==> src/rtl/dmem_port_arbiter.sv <==
// ---------------------------------------------------------------------------
// dmem_port_arbiter
//   Shares the single-port data memory between the pipeline MEM stage (CPU
//   port) and a secondary bus master (DMA / peripheral loader port). The CPU
//   normally wins. A DMA request that has been blocked for STARVE_MAX
//   consecutive cycles gets a forced one-cycle slot, during which the CPU
//   access is not performed and the pipeline is stalled.
//
// Ports
//   clk, reset_b                  clock (rising edge), async active-low reset
//   cpu_rd/cpu_wr/cpu_addr/
//   cpu_wdata                     MEM stage request
//   cpu_rdata                     read data to MEM stage (combinational)
//   cpu_stall                     CPU access not performed this cycle
//   dma_req/dma_we/dma_addr/
//   dma_wdata                     DMA request, held until dma_gnt
//   dma_gnt                       DMA access performed this cycle
//   dma_rvalid/dma_rdata          registered DMA read return, one cycle later
//   mem_rd/mem_wr/mem_addr/
//   mem_wdata/mem_rdata           DataMem side
// ---------------------------------------------------------------------------
module dmem_port_arbiter #(
  parameter int ADDR_W     = 32,
  parameter int DATA_W     = 32,
  parameter int STARVE_MAX = 4
) (
  input  logic              clk,
  input  logic              reset_b,
  input  logic              cpu_rd,
  input  logic              cpu_wr,
  input  logic [ADDR_W-1:0] cpu_addr,
  input  logic [DATA_W-1:0] cpu_wdata,
  output logic [DATA_W-1:0] cpu_rdata,
  output logic              cpu_stall,
  input  logic              dma_req,
  input  logic              dma_we,
  input  logic [ADDR_W-1:0] dma_addr,
  input  logic [DATA_W-1:0] dma_wdata,
  output logic              dma_gnt,
  output logic              dma_rvalid,
  output logic [DATA_W-1:0] dma_rdata,
  output logic              mem_rd,
  output logic              mem_wr,
  output logic [ADDR_W-1:0] mem_addr,
  output logic [DATA_W-1:0] mem_wdata,
  input  logic [DATA_W-1:0] mem_rdata
);

  localparam int CNT_W = (STARVE_MAX < 1) ? 1 : $clog2(STARVE_MAX + 1);
  localparam logic [CNT_W-1:0] CNT_MAX = CNT_W'(STARVE_MAX);

  // Blocked-cycle count, holding at CNT_MAX until the forced slot clears it.
  function automatic logic [CNT_W-1:0] satInc(input logic [CNT_W-1:0] v);
    return (v == CNT_MAX) ? v : v + CNT_W'(1);
  endfunction

  logic             cpuAct;
  logic             starveHit;
  logic             dmaSel;
  logic             dmaRdGrant;
  logic [CNT_W-1:0] starveCnt;

  assign cpuAct     = cpu_rd | cpu_wr;
  assign starveHit  = (starveCnt == CNT_MAX);
  // reset_b gates the grant so nothing reaches DataMem while in reset,
  // and a read granted in the reset cycle never produces an rvalid.
  assign dmaSel     = reset_b & dma_req & (~cpuAct | starveHit);
  assign dmaRdGrant = dmaSel & ~dma_we;

  assign dma_gnt   = dmaSel;
  assign cpu_stall = cpuAct & dmaSel;
  assign cpu_rdata = mem_rdata;

  // ---- stage 0: port mux into DataMem (combinational) ----
  always_comb begin
    mem_rd    = 1'b0;
    mem_wr    = 1'b0;
    mem_addr  = cpu_addr;
    mem_wdata = cpu_wdata;
    if (dmaSel) begin
      mem_rd    = ~dma_we;
      mem_wr    = dma_we;
      mem_addr  = dma_addr;
      mem_wdata = dma_wdata;
    end else if (reset_b) begin
      mem_rd = cpu_rd;
      mem_wr = cpu_wr;
    end
  end

  // ---- stage 1: starvation counter and registered DMA read return ----
  always_ff @(posedge clk or negedge reset_b) begin
    if (!reset_b) begin
      starveCnt  <= '0;
      dma_rvalid <= 1'b0;
      dma_rdata  <= '0;
    end else begin
      if (dmaSel) begin
        starveCnt <= '0;
      end else if (dma_req && cpuAct) begin
        starveCnt <= satInc(starveCnt);
      end else if (!dma_req) begin
        starveCnt <= '0;
      end
      dma_rvalid <= dmaRdGrant;
      if (dmaRdGrant) begin
        dma_rdata <= mem_rdata;
      end
    end
  end

  // The MEM stage issues at most one of read/write per cycle.
  cpuRdWrExclusive: assert property (@(posedge clk) disable iff (!reset_b)
    !(cpu_rd && cpu_wr));

endmodule

==> config.mk <==
export PLATFORM = sky130hd
export DESIGN_NAME = dmem_port_arbiter
export DESIGN_NICKNAME = d
export VERILOG_FILES = /design/src/rtl/dmem_port_arbiter.sv
export SDC_FILE = /design/constraint.sdc
export NUM_CORES = 1
export LEC_CHECK = 0
export CAP_MARGIN = 20
export CORE_AREA = 4 4 113 115
export CTS_BUF_LIST = sky130_fd_sc_hd__clkbuf_8
export CTS_CLUSTER_SIZE = 30
export DETAILED_ROUTE_END_ITERATION = 10
export DIE_AREA = 0 0 117 119
export PLACE_DENSITY = 0.75
export SETUP_SLACK_MARGIN = 0.15
export SYNTH_ARGS = -nofsm -noshare
export SYNTH_HDL_FRONTEND = slang
export SYNTH_SLANG_ARGS = --single-unit
==> constraint.sdc <==
create_clock -name clk -period 1.8 [get_ports clk]
set_input_delay 0.27 -clock clk [delete_from_list [all_inputs] [get_ports clk]]
set_output_delay 0.27 -clock clk [all_outputs]
set_load 0.01 [all_outputs]
Yosys cells after proc, flatten, opt, wreduce, memory -nomap -nowiden --
Index checks and enable logic that the tools add are counted. Widths: inputs -> output; s select.
Word-level totals: logic and storage cells 27, input bits 166, output and inout bits 133, flip-flop bits (word level) 36
Operators by class: $add $sub $neg 1, equality and inequality tests 3, reductions and logical operators 2, mux-type cells 10, bitwise logic cells 8
Operator list (number):
- $mux 32 | 2
- $mux 3 | 4
- $and 1x1->1 | 4
- $mux 1 | 4
- $add 3x1->3 const B | 1
- $eq 3x3->1 const B | 1
- $ne 3x1->1 const B | 1
- $ne 3x3->1 const B | 1
- $not 1->1 | 2
- $or 1x1->1 | 2
- $reduce_and 2->1 | 1
- $logic_and 1x1->1 | 1

Longest topological paths before layout --
depth after elaboration 6, depth in mapped cells 7, mapped depth without buffers 5

Least setup slack after synthesis --
Ideal clock, no wire load.
path type flip-flop to output port, start reg starveCnt[0], end out mem_addr[0], data arrival time 1567 ps, path slack -37 ps, cell stages (with the launch flop) 8, buffers on the path 2, required time 1530 ps, cells stage by stage dfrtp_1 inv_1 ha_1 a2bb2oi_4 nor2_2 buf_6 buf_6 mux2_4
On the way: longest elaborated chain between the ends 4
RTL lines:
- from (decl) | line 61 | logic [CNT_W-1:0] starveCnt;
- from (signal assigned) | line 101 | starveCnt <= satInc(starveCnt);
- $eq 3x3->1 | line 64 | assign starveHit = (starveCnt == CNT_MAX);
- $or 1x1->1 | line 67 | assign dmaSel = reset_b & dma_req & (~cpuAct | starveHit);
- $and 1x1->1 | line 67
- $mux 32 | line 80 | if (dmaSel) begin
- to (decl) | line 44 | output logic [ADDR_W-1:0] mem_addr,
Every way passes these cells.

Worst setup path in the final report --
start reg starveCnt[1], end out mem_addr[29]
The elaborated chain is that of the path after synthesis.

==> implementation parameters <==
Parameter                              Value

Floorplan
  FP Rows    40
  Die footprint    0.01392 mm2
  Effective utilization at floorplan    ~23%
  Vertical die dimension    119 um
  IO Count    299
  Chip width    between 100 and 150 um
  Core Footprint    roughly 0.012 mm2

Synth
  Synth area leaders    sky130_fd_sc_hd__dfrtp_1, sky130_fd_sc_hd__mux2_2, sky130_fd_sc_hd__mux2_4, sky130_fd_sc_hd__buf_4, sky130_fd_sc_hd__buf_6
  Synth Area in Compound Gates    3.458%
  Fraction of synthesized cell area in xor and xnor cells    less than 1%
  Number of instances in the synthesized netlist    202
  Average cell area after synthesis    about 13 um2
  Post-synthesis cell type with the largest combined area    sky130_fd_sc_hd__dfrtp_1
  Fraction of synthesized area in multiplexers    between 40% and 50%
  Synthesis-stage register bit count    36
  Primary flip-flop cell chosen by synthesis mapping    sky130_fd_sc_hd__dfrtp_1
  Cell with the most instances after synthesis    sky130_fd_sc_hd__mux2_2
  Number of warning messages in the yosys log    0
  Largest family of logic cells by synthesized area    multiplexers
  Adder and majority gate portion of the synthesized area    0.9346%
  Netlist area before placement    ~0.0027 mm2
  Proportion of synthesized chip area in sequential cells    between 30% and 40%
  Fraction of registers with async set/reset    100.0%
  Syn_nets    370
  Most common library cells after synthesis    sky130_fd_sc_hd__mux2_2, sky130_fd_sc_hd__mux2_4, sky130_fd_sc_hd__dfrtp_1, sky130_fd_sc_hd__buf_4, sky130_fd_sc_hd__buf_6
  Number of different library cells in the post-synthesis netlist    24
  Post-Synth Simple-Gate Area    2.523%
  Number of enable-type register cells in the synthesized netlist    0
  Area share of the largest cell type after synthesis    around a third

Finish
  Area occupied by registers    ~900 um2
  Total area of multi-input combinational cells    around 0.0017 mm2
  Ratio of cells with drive above 1 in the final layout    44.51%
  Area growth syn-to-layout    145.7%
  Final design utilization    between 50% and 60%
  Fill cell instance count of the final layout    ~980
  Number of nets in the layout    677
  Diode insertion count for antenna repair    0

Worst setup path
  Kind of start point of the critical path    flip-flop
  Critical Path AT    around 1.9 ns
  Ordered cell list for the critical path    inv_2, ha_4, a2bb2oi_4, nor2_4, buf_6, buf_6, buf_12, mux2_4, buf_6
  Number of cells traversed by the worst register-to-register path    12
  Launch instance of the worst register-to-register path    starveCnt[1]$_DFFE_PN0P_
  Critical path capture point type    output pin
  Depth of the critical timing path with buffers and inverters included    9
  Slack of the worst reg-to-reg path    -0.28 ns
  Most common cell on crit path    sky130_fd_sc_hd__buf_6
  Delay of the slowest cell on the worst path    roughly 0.39 ns
  Classification of the worst setup path    flip-flop to output pin
  Number of buffer and inverter instances along the worst setup path    5
  Critical Path Source    starveCnt[1]$_DFFE_PN0P_
  Cell class contributing the biggest share of worst-path delay    buffers and inverters
  Master of the slowest instance on the critical path    sky130_fd_sc_hd__dfrtp_1
  Data required time of the worst path    between 1.5 and 2 ns
  Peak fanout along the critical path    8
  R2r endpoint    dma_rdata[24]$_DFFE_PN0P_
  Endpoint of the worst setup timing path    mem_addr[29]

Pwr
  Fraction of power consumed by the clock network    around 16%
  Power per unit of standard cell area    ~560 mW/mm2
  Sw Pwr    0.001054 W
  Internal cell power    0.002611 W
  Relative contribution of combinational cells to total power    between 50% and 60%
  Sw Ratio    28.75%
  Maximum ir drop on the vdd rail    about 0.49 mV
  Leakage power summed over all cells    2.876 nW
  Sum of internal, switching and leakage power    around 0.0037 W
  Portion of total power attributed to sequential cells    a little under a third

STA
  Worst clock skew    around 0.0050 ns
  Setup repair after global routing missed its margin    true
  Final hold viol count    0
  Fin worst setup slack    -0.3900 ns
  Worst-case headroom to the max-slew limit    65.96%
  Final Max Slew Viols    0
  Final setup viols    just under 100
  Fin crit share    121.7%
  Maximum frequency from static timing analysis    0.4566 GHz
  Worst-margin pin slew    between 0.5 and 0.6 ns
  Post-layout min period    between 2 and 2.5 ns

Detailed routing
  Uppermost layer routed    met4
  Vias    ~2800
  Residual DRC    0
  Length of the first detailed-routing pass in iterations    4
  Residual antenna-violating net count after detailed routing    0
  Total Routed Length    roughly 14 mm
  First-iteration detailed-routing DRC count    74
  DR vias/cell    ~4.3
  Routed wire per std cell    between 20 and 25 um
  Length of routed met2 wiring    7.470 mm
  Metal-1 WL    5.190 mm
  WL met3    about 1.4 mm

Clock tree
  TritonCTS sink count    36
  Root Buffer Master    sky130_fd_sc_hd__clkbuf_8
  Register clock-pin slew on the reported worst setup and hold paths    0.08 ns
  Number of buffers created by CTS    5
  CTS hold repair buffers    0
  TritonCTS clock tree    done
  CTS HTree Levels    2
  Deepest clock path buffer count    2
  Clock network latency to the later pin of the worst-skew pair    0.29 ns

Global route
  GR Overflow Total    0
  Pin count of the biggest net entering global routing    42
  Initial antenna violation count    0
  Via count of the first global-routing pass    around 3200
  Aggregate global-route resource usage    a little under a fifth
  Wire length of the first global-routing pass    19.96 mm

Placement
  Global placement routability congestion    approximately 0.87
  Post-detailed-placement half-perimeter wirelength    roughly 11 mm
  I/O Buffers    around 300

Run
  # Max-Cap Violations    0

Outcome
  Violations in the final reports    negative setup slack
  Status    finished, violations left

Hold path
  Min-delay worst type    input port to asynchronous set/reset pin
[routing by layer]
layer / global-route usage [%] / up-vias
met3: 5.793 / 11
li1: - / 1302
met4: 2.867 / 0
met5: 0 / -
met1: 20.69 / 1362
met2: 35.67 / 163
[power groups by stage]
stage | Sequential (W) | Combinational, W | Clock [W]
global placement | 0.00110 | 0.00168 | 0
detailed placement | 0.00111 | 0.00169 | 0
CTS | 0.00111 | 0.00196 | 0.000618
floorplan | 0.00119 | 0.000504 | 0
finish | 0.00111 | 0.00196 | 0.000593
global route | 0.00114 | 0.00206 | 0.000660
[cells in the final DEF, fill, tap and decap left out, types with 2 or more instances in the layout]
cell type	count
sky130_fd_sc_hd__buf_12	5
sky130_fd_sc_hd__buf_16	11
sky130_fd_sc_hd__buf_2	2
sky130_fd_sc_hd__buf_4	15
sky130_fd_sc_hd__buf_6	77
sky130_fd_sc_hd__buf_8	3
sky130_fd_sc_hd__clkbuf_8	5
sky130_fd_sc_hd__clkdlybuf4s50_1	227
sky130_fd_sc_hd__dfrtp_1	36
sky130_fd_sc_hd__inv_2	2
sky130_fd_sc_hd__mux2_4	96
sky130_fd_sc_hd__nand2_1	4
sky130_fd_sc_hd__nand2_2	2
sky130_fd_sc_hd__o21a_1	3
[through the flow]
step                setup TNS [ns]  cell area [um2]  setup WS, ns  hold WS [ns]  std cells
finish                      -30.96             6579       -0.3900        0.1011        657
global route                -38.01             6579       -0.4639        0.1368        657
CTS                         -29.21             6511       -0.4256        0.1057        651
detailed placement          -62.33             5647       -0.7517        0.4289        619
global placement            -60.60             5647       -0.7258        0.4346        619
floorplan                        0             2705       0.08291      -0.02559        202
[layout make-up]
class                           count  area share (%)
Clock inverter                      3          0.3233
Tap cell                          147           2.796
Sequential cell                    36           13.69
Clock buffer                        5           1.046
Inverter                            3          0.1712
Multi-Input combinational cell    121           25.26
Timing Repair Buffer              342           56.71
[cell families after synthesis]
family,count (synthesis)
simple gates,12
buf+inv,45
fa+ha+maj,2
mux,96
flops,36
compound gates,10
xor+xnor,1
[worst min-delay path by stage]
stage	from	to	depth (start not counted)
floorplan	reset_b	dma_rdata[0]$_DFFE_PN0P_	0
finish	reset_b	dma_rdata[9]$_DFFE_PN0P_	2
global placement	reset_b	dma_rvalid$_DFF_PN0_	2
detailed placement	reset_b	dma_rdata[4]$_DFFE_PN0P_	2
CTS	reset_b	dma_rdata[9]$_DFFE_PN0P_	2
global route	reset_b	dma_rdata[9]$_DFFE_PN0P_	2
[repair_timing]
item,CTS,global route
resized for setup,448,8
endpoints found under the setup margin,100,101
cloned,11,0
pin swaps,6,5
hold endpoints to repair,0,0
buffers inserted,13,6
[sequential cells by signal (all words and copies together) (netlist names)]
register    cells
dma_rdata      32
dma_rvalid      1
starveCnt       3
(Power assumes the default switching activity.)
